`config.mk`:
```
export PLATFORM = sky130hd
export DESIGN_NAME = systolic_result_drain
export DESIGN_NICKNAME = d
export VERILOG_FILES = /design/src/rtl/systolic_result_drain.sv
export SDC_FILE = /design/constraint.sdc
export NUM_CORES = 1
export LEC_CHECK = 0
export ABC_AREA = 0
export CORE_MARGIN = 10
export CORE_UTILIZATION = 61
export CTS_CLUSTER_SIZE = 40
export DETAILED_ROUTE_END_ITERATION = 16
export DONT_BUFFER_PORTS = 1
export PLACE_DENSITY = 0.77
export SLEW_MARGIN = 0
export SYNTH_ARGS = -nofsm -noshare
export SYNTH_HDL_FRONTEND = slang
export SYNTH_SLANG_ARGS = --single-unit
```
`constraint.sdc`:
```
create_clock -name clk -period 9.6 [get_ports clk]
set_clock_uncertainty 0.15 [all_clocks]
set_input_delay 1.44 -clock clk [delete_from_list [all_inputs] [get_ports clk]]
set_output_delay 1.44 -clock clk [all_outputs]
set_load 0.01 [all_outputs]
```
`src/rtl/systolic_result_drain.sv`:
```
// Output-side drain for a 1xNUM_PE systolic row: captures each PE's final
// accumulator value on its skewed cycle, then streams the words out over valid/ready.
module systolic_result_drain #(
  parameter int OUTPUT_WIDTH = 12,
  parameter int NUM_PE       = 16,
  parameter int K_LEN        = 16
) (
  input  logic                           clk,
  input  logic                           rst,
  input  logic                           start,
  input  logic [NUM_PE*OUTPUT_WIDTH-1:0] pe_flat,
  output logic [OUTPUT_WIDTH-1:0]        out_data,
  output logic [$clog2(NUM_PE)-1:0]      out_index,
  output logic                           out_valid,
  input  logic                           out_ready,
  output logic                           out_last,
  output logic                           busy,
  output logic                           done,
  output logic                           overrun
);

  localparam int IW = $clog2(NUM_PE);
  localparam int TW = $clog2(K_LEN + NUM_PE) + 1;
  localparam logic [TW-1:0] T_LAST   = TW'(K_LEN + NUM_PE - 1);
  localparam logic [IW-1:0] IDX_LAST = IW'(NUM_PE - 1);

  typedef enum logic [1:0] {IDLE, ACCUM, DRAIN} state_t;

  state_t                          state_q;
  logic [TW-1:0]                   t_q;
  logic [OUTPUT_WIDTH-1:0]         out_data_q;
  logic [IW-1:0]                   out_index_q;
  logic                            out_valid_q;
  logic                            out_last_q;
  logic                            busy_q;
  logic                            done_q;
  logic                            overrun_q;

  logic [NUM_PE*OUTPUT_WIDTH-1:0]  shadow_flat;
  logic [NUM_PE*OUTPUT_WIDTH-1:0]  shadow_d_flat;
  logic [IW-1:0]                   next_idx;
  logic [OUTPUT_WIDTH-1:0]         next_word;

  // PE gi's result is final K_LEN+gi cycles into the pass, one cycle later per PE.
  generate
    for (genvar gi = 0; gi < NUM_PE; gi++) begin : gen_shadow
      logic [OUTPUT_WIDTH-1:0] shadow_q;
      logic [OUTPUT_WIDTH-1:0] shadow_d;

      always_comb begin
        shadow_d = shadow_q;
        if (state_q == ACCUM && t_q == TW'(K_LEN + gi))
          shadow_d = pe_flat[gi*OUTPUT_WIDTH +: OUTPUT_WIDTH];
      end

      always_ff @(posedge clk or posedge rst) begin
        if (rst) shadow_q <= '0;
        else     shadow_q <= shadow_d;
      end

      assign shadow_flat[gi*OUTPUT_WIDTH +: OUTPUT_WIDTH]   = shadow_q;
      assign shadow_d_flat[gi*OUTPUT_WIDTH +: OUTPUT_WIDTH] = shadow_d;
    end
  endgenerate

  always_comb begin
    next_idx  = out_index_q + 1'b1;
    next_word = shadow_flat[next_idx*OUTPUT_WIDTH +: OUTPUT_WIDTH];
  end

  always_ff @(posedge clk or posedge rst) begin
    if (rst) begin
      state_q     <= IDLE;
      t_q         <= '0;
      out_data_q  <= '0;
      out_index_q <= '0;
      out_valid_q <= 1'b0;
      out_last_q  <= 1'b0;
      busy_q      <= 1'b0;
      done_q      <= 1'b0;
      overrun_q   <= 1'b0;
    end else begin
      done_q <= 1'b0;
      if (start && state_q != IDLE)
        overrun_q <= 1'b1;
      case (state_q)
        IDLE: begin
          if (start) begin
            state_q <= ACCUM;
            // Counter restarts from zero; the first ACCUM cycle already counts as t=1.
            t_q     <= TW'(1);
            busy_q  <= 1'b1;
          end
        end
        ACCUM: begin
          t_q <= t_q + 1'b1;
          if (t_q == T_LAST) begin
            state_q     <= DRAIN;
            out_valid_q <= 1'b1;
            out_index_q <= '0;
            out_data_q  <= shadow_d_flat[0 +: OUTPUT_WIDTH];
            out_last_q  <= (NUM_PE == 1);
          end
        end
        DRAIN: begin
          if (out_ready) begin
            if (out_index_q == IDX_LAST) begin
              state_q     <= IDLE;
              t_q         <= '0;
              out_valid_q <= 1'b0;
              out_last_q  <= 1'b0;
              out_index_q <= '0;
              out_data_q  <= '0;
              busy_q      <= 1'b0;
              done_q      <= 1'b1;
            end else begin
              out_index_q <= next_idx;
              out_data_q  <= next_word;
              out_last_q  <= (next_idx == IDX_LAST);
            end
          end
        end
        default: state_q <= IDLE;
      endcase
    end
  end

  assign out_data  = out_data_q;
  assign out_index = out_index_q;
  assign out_valid = out_valid_q;
  assign out_last  = out_last_q;
  assign busy      = busy_q;
  assign done      = done_q;
  assign overrun   = overrun_q;

endmodule

```
==> metrics.txt <==
# TYPE chip_impl_metric gauge
chip_impl_metric{name="cts_buffers",unit=""} 24
chip_impl_metric{name="max_slew.worst_pin.slew",unit="ps"} 1320
chip_impl_metric{name="timing.final.setup_violations",unit=""} 0
chip_impl_metric{name="nFillCells",unit=""} 1213
chip_impl_metric{name="report.power.total",unit="mW"} 2.23
chip_impl_metric{name="die_y",unit="um"} 153
chip_impl_metric{name="synth-async-reset-ratio",unit="%"} 100
chip_impl_metric{name="static_power_due_to_leakage",unit="nW"} 5.75
chip_impl_metric{name="totalNegativeSetupSlack",unit="ps"} 0
chip_impl_metric{name="antenna_found_initial",unit=""} 18
chip_impl_metric{name="synth_edf_count",unit=""} 0
chip_impl_info{name="cp-end-kind",value="register"} 1
chip_impl_metric{name="synth_cell_types",unit=""} 47
chip_impl_metric{name="synthesized_area_divided_by_synthesized_cell_count",unit="um2"} 14.0
chip_impl_metric{name="initialDrtViolationCount",unit=""} 635
chip_impl_metric{name="path_clk_slew",unit="ps"} 70
chip_impl_metric{name="period_needed",unit="ps"} 4140
chip_impl_metric{name="synth.ff_latch_count",unit=""} 221
chip_impl_info{name="startpoint",value="out_index[0]$_DFFE_PP0P_"} 1
chip_impl_metric{name="fin_crit_sh",unit="%"} 43.1
chip_impl_info{name="synth-main-ff-cell",value="dfrtp_1"} 1
chip_impl_metric{name="switching_power",unit="uW"} 584
chip_impl_metric{name="ys_seq_area_share",unit="%"} 51.2
chip_impl_metric{name="post_cts.repair.setup_buffers",unit=""} 0
chip_impl_metric{name="p_int",unit="mW"} 1.64
chip_impl_metric{name="wp_data_required",unit="ps"} 9890
chip_impl_metric{name="layout.area.seq",unit="mm2"} 0.00553
chip_impl_metric{name="multiInputGateArea",unit="mm2"} 0.00499
chip_impl_metric{name="placement.io_buffers",unit=""} 0
chip_impl_metric{name="power_density",unit="mW/mm2"} 189
chip_impl_metric{name="cts-htree-levels",unit=""} 1
chip_impl_metric{name="sequential_share_of_power",unit="%"} 47.3
chip_impl_metric{name="critPathArrivalTime",unit="ps"} 4420
chip_impl_metric{name="cts_repair_resize_count",unit=""} 0
chip_impl_info{name="tritoncts",value="built"} 1
chip_impl_info{name="layout.cells.most_common",value="dfrtp_1"} 1
chip_impl_metric{name="number_of_global_route_vias_before_repair",unit=""} 7153
chip_impl_metric{name="mappedNetlistNets",unit=""} 978
chip_impl_metric{name="yosysTopAreaCellShare",unit="%"} 51.2
chip_impl_info{name="outcome",value="completed"} 1
chip_impl_metric{name="routabilityCongestion",unit=""} 0.883
chip_impl_metric{name="final_hold_viol_count",unit=""} 0
chip_impl_metric{name="drc_errors",unit=""} 0
chip_impl_metric{name="cts.sink_count",unit=""} 221
chip_impl_info{name="timing_worst_setup_path_type",value="register to register"} 1
chip_impl_metric{name="timing.critical_path.fanout_max",unit=""} 49
chip_impl_metric{name="irDropWorstVdd",unit="mV"} 0.156
chip_impl_metric{name="nets",unit=""} 964
chip_impl_info{name="most_used_cells_in_the_layout_excluding_fill_and_tap_cells",value="dfrtp_1 (221), mux2_2 (194), mux2i_1 (86)"} 1
chip_impl_metric{name="dpl.hpwl",unit="um"} 22500
chip_impl_metric{name="synthesis.yosys.warnings",unit=""} 0
chip_impl_info{name="synth_largest_area_cell",value="dfrtp_1"} 1
chip_impl_metric{name="swShare",unit="%"} 26.2
chip_impl_metric{name="layout-drive-gt1-share",unit="%"} 35.0
chip_impl_metric{name="clock_power_share",unit="%"} 42.6
chip_impl_metric{name="globalRouteTotalUtil",unit="%"} 25.0
chip_impl_metric{name="mappedNetlistArea",unit="mm2"} 0.0108
chip_impl_metric{name="dr_total_vias",unit=""} 6761
chip_impl_metric{name="share_comb_of_total_power",unit="%"} 10.0
chip_impl_metric{name="top_level_i_o_count",unit=""} 217
chip_impl_info{name="cp-start-kind",value="register"} 1
chip_impl_metric{name="drt-total-wl",unit="um"} 30200
chip_impl_metric{name="die_area",unit="mm2"} 0.0234
chip_impl_metric{name="drt_pre_antenna_iters",unit=""} 5
chip_impl_metric{name="die-width",unit="um"} 153
chip_impl_metric{name="core_area",unit="mm2"} 0.0173
chip_impl_metric{name="grt_first_pass_wirelength",unit="um"} 45500
chip_impl_metric{name="hold_buffers",unit=""} 0
chip_impl_info{name="clock-root-buffer",value="clkbuf_16"} 1
chip_impl_metric{name="synthesis.instances",unit=""} 771
chip_impl_metric{name="final_antenna_net_count",unit=""} 0
chip_impl_metric{name="maximum_count_of_clock_buffers_along_a_single_path",unit=""} 3
chip_impl_metric{name="grt_start_max_net_pins",unit=""} 149
chip_impl_metric{name="initial_cell_density_of_the_core",unit="%"} 62.4
chip_impl_info{name="crit-reg2reg-launch",value="out_index[0]$_DFFE_PP0P_"} 1
chip_impl_metric{name="maxClockFrequency",unit="MHz"} 242
chip_impl_info{name="hold_path.startpoint",value="gen_shadow[12].shadow_q[11]$_DFFE_PP0P_"} 1
chip_impl_metric{name="grt.overflow.total",unit=""} 0
chip_impl_metric{name="insertion_delay",unit="ps"} 520
chip_impl_info{name="rsz_0062_raised_after_global_routing",value="no"} 1
chip_impl_metric{name="detail_route.vias_per_cell",unit=""} 6.67
chip_impl_metric{name="max_slew_margin",unit="%"} 11.9
chip_impl_info{name="path_category_of_the_worst_min_delay_check",value="register to register"} 1
chip_impl_metric{name="core.rowCount",unit=""} 48
chip_impl_metric{name="max_cap_violations",unit=""} 0
chip_impl_metric{name="final_max_tran_viols",unit=""} 0
chip_impl_info{name="netlist_top_cells_area",value="dfrtp_1 (51%), mux2_2 (20%), mux2i_1 (8.0%)"} 1
chip_impl_metric{name="layout-area-overhead-vs-synth",unit="%"} 8.82
chip_impl_metric{name="avgRoutedWirePerCell",unit="um"} 29.8
area by class of cell:
cell class | instances | share of cell area [%]
sequential | 221 | 47.1
inverter | 9 | 0.352
antenna | 13 | 0.277
multi-input combinational | 495 | 42.5
clock inverter | 10 | 0.905
clock buffer | 34 | 6.12
timing repair buffer | 6 | 0.383
tap | 225 | 2.40
cells in the mapped netlist, types with 8 or more instances:
library cell / n
o21ai_0: 14
inv_1: 8
buf_2: 8
nor2b_1: 13
ha_1: 11
mux2_2: 194
a31oi_1: 12
mux2i_1: 86
nand3_1: 10
dfrtp_1: 221
clkbuf_1: 23
or3b_1: 21
a2111oi_0: 11
buf_4: 10
a21oi_1: 14
nand2_1: 13
nor2_1: 19
mux4_2: 21
and4_1: 11
power groups by stage:
stage | clock, mW | sequential, mW | combinational (mW)
after floorplan | 0 | 1.04 | 0.168
after global placement | 0 | 1.07 | 0.208
after detailed placement | 0 | 1.07 | 0.220
after CTS | 0.959 | 1.05 | 0.221
after global routing | 0.997 | 1.06 | 0.248
final | 0.949 | 1.05 | 0.223
worst max-delay path: stages (launching register included):
cell and delay [ps]:
dfrtp_1 360, buf_4 210, inv_2 510, ha_4 810
buf_4 720, mux2i_1 220, mux4_2 490, or3b_1 370
a31oi_1 190
registers in the layout, summed over array words and instances, names as in the netlist:
signal,cells
gen_shadow.shadow_q,192
out_data,12
t_q,6
out_index,4
state_q,2
busy,1
done,1
out_last,1
out_valid,1
overrun,1
layer usage:
metal  vias up  track usage (%)  share of wire (%)
met5         -                0               0.22
met4        10             8.13                3.1
met3        66             11.4                 12
met2       356             38.8                 47
met1      3462             30.4                 38
li1       2867                -                  -
cells by family (layout without fill, tap and decap cells):
kind of cell / Yosys count / in the layout / share of synthesized area [%]
and+or+nand+nor: 107 / 107 / 6.25
other: 0 / 13 / 0
DFF: 221 / 221 / 51.2
muxes: 307 / 307 / 34.1
xor gates and xnor gates: 2 / 2 / 0.336
buffers and inverters: 55 / 59 / 2.65
AOI/OAI and AO/OA: 68 / 68 / 4.20
adders and majority gates: 11 / 11 / 1.28
final timing paths:
kind	end	slack (ps)	depth (start not counted)
max	out_data[5]$_DFFE_PP0P_	5460	8
max reg2reg	out_data[5]$_DFFE_PP0P_	5460	8
min in group asynchronous	gen_shadow[14].shadow_q[0]$_DFFE_PP0P_	800	1
min	gen_shadow[12].shadow_q[11]$_DFFE_PP0P_	350	1
max in group asynchronous	gen_shadow[1].shadow_q[10]$_DFFE_PP0P_	7020	2
min reg2reg	gen_shadow[12].shadow_q[11]$_DFFE_PP0P_	350	1
stage by stage:
| stage | utilization, % | hold WS [ps] | worst slack, ps | instances | cell area (um2) |
|---|---|---|---|---|---|
| 2_1_floorplan | - | 324 | 1960 | 771 | 10800 |
| 3_3_place_gp | 62.9 | 335 | 5640 | 956 | 10900 |
| 3_5_place_dp | 62.9 | 341 | 5470 | 956 | 10900 |
| 4_1_cts | 67.7 | 354 | 5460 | 1000 | 11700 |
| 5_1_grt | 67.8 | 366 | 5230 | 1007 | 11700 |
| 6_report | 67.9 | 353 | 5460 | 1013 | 11700 |
Power figures use the tool's default switching activity.
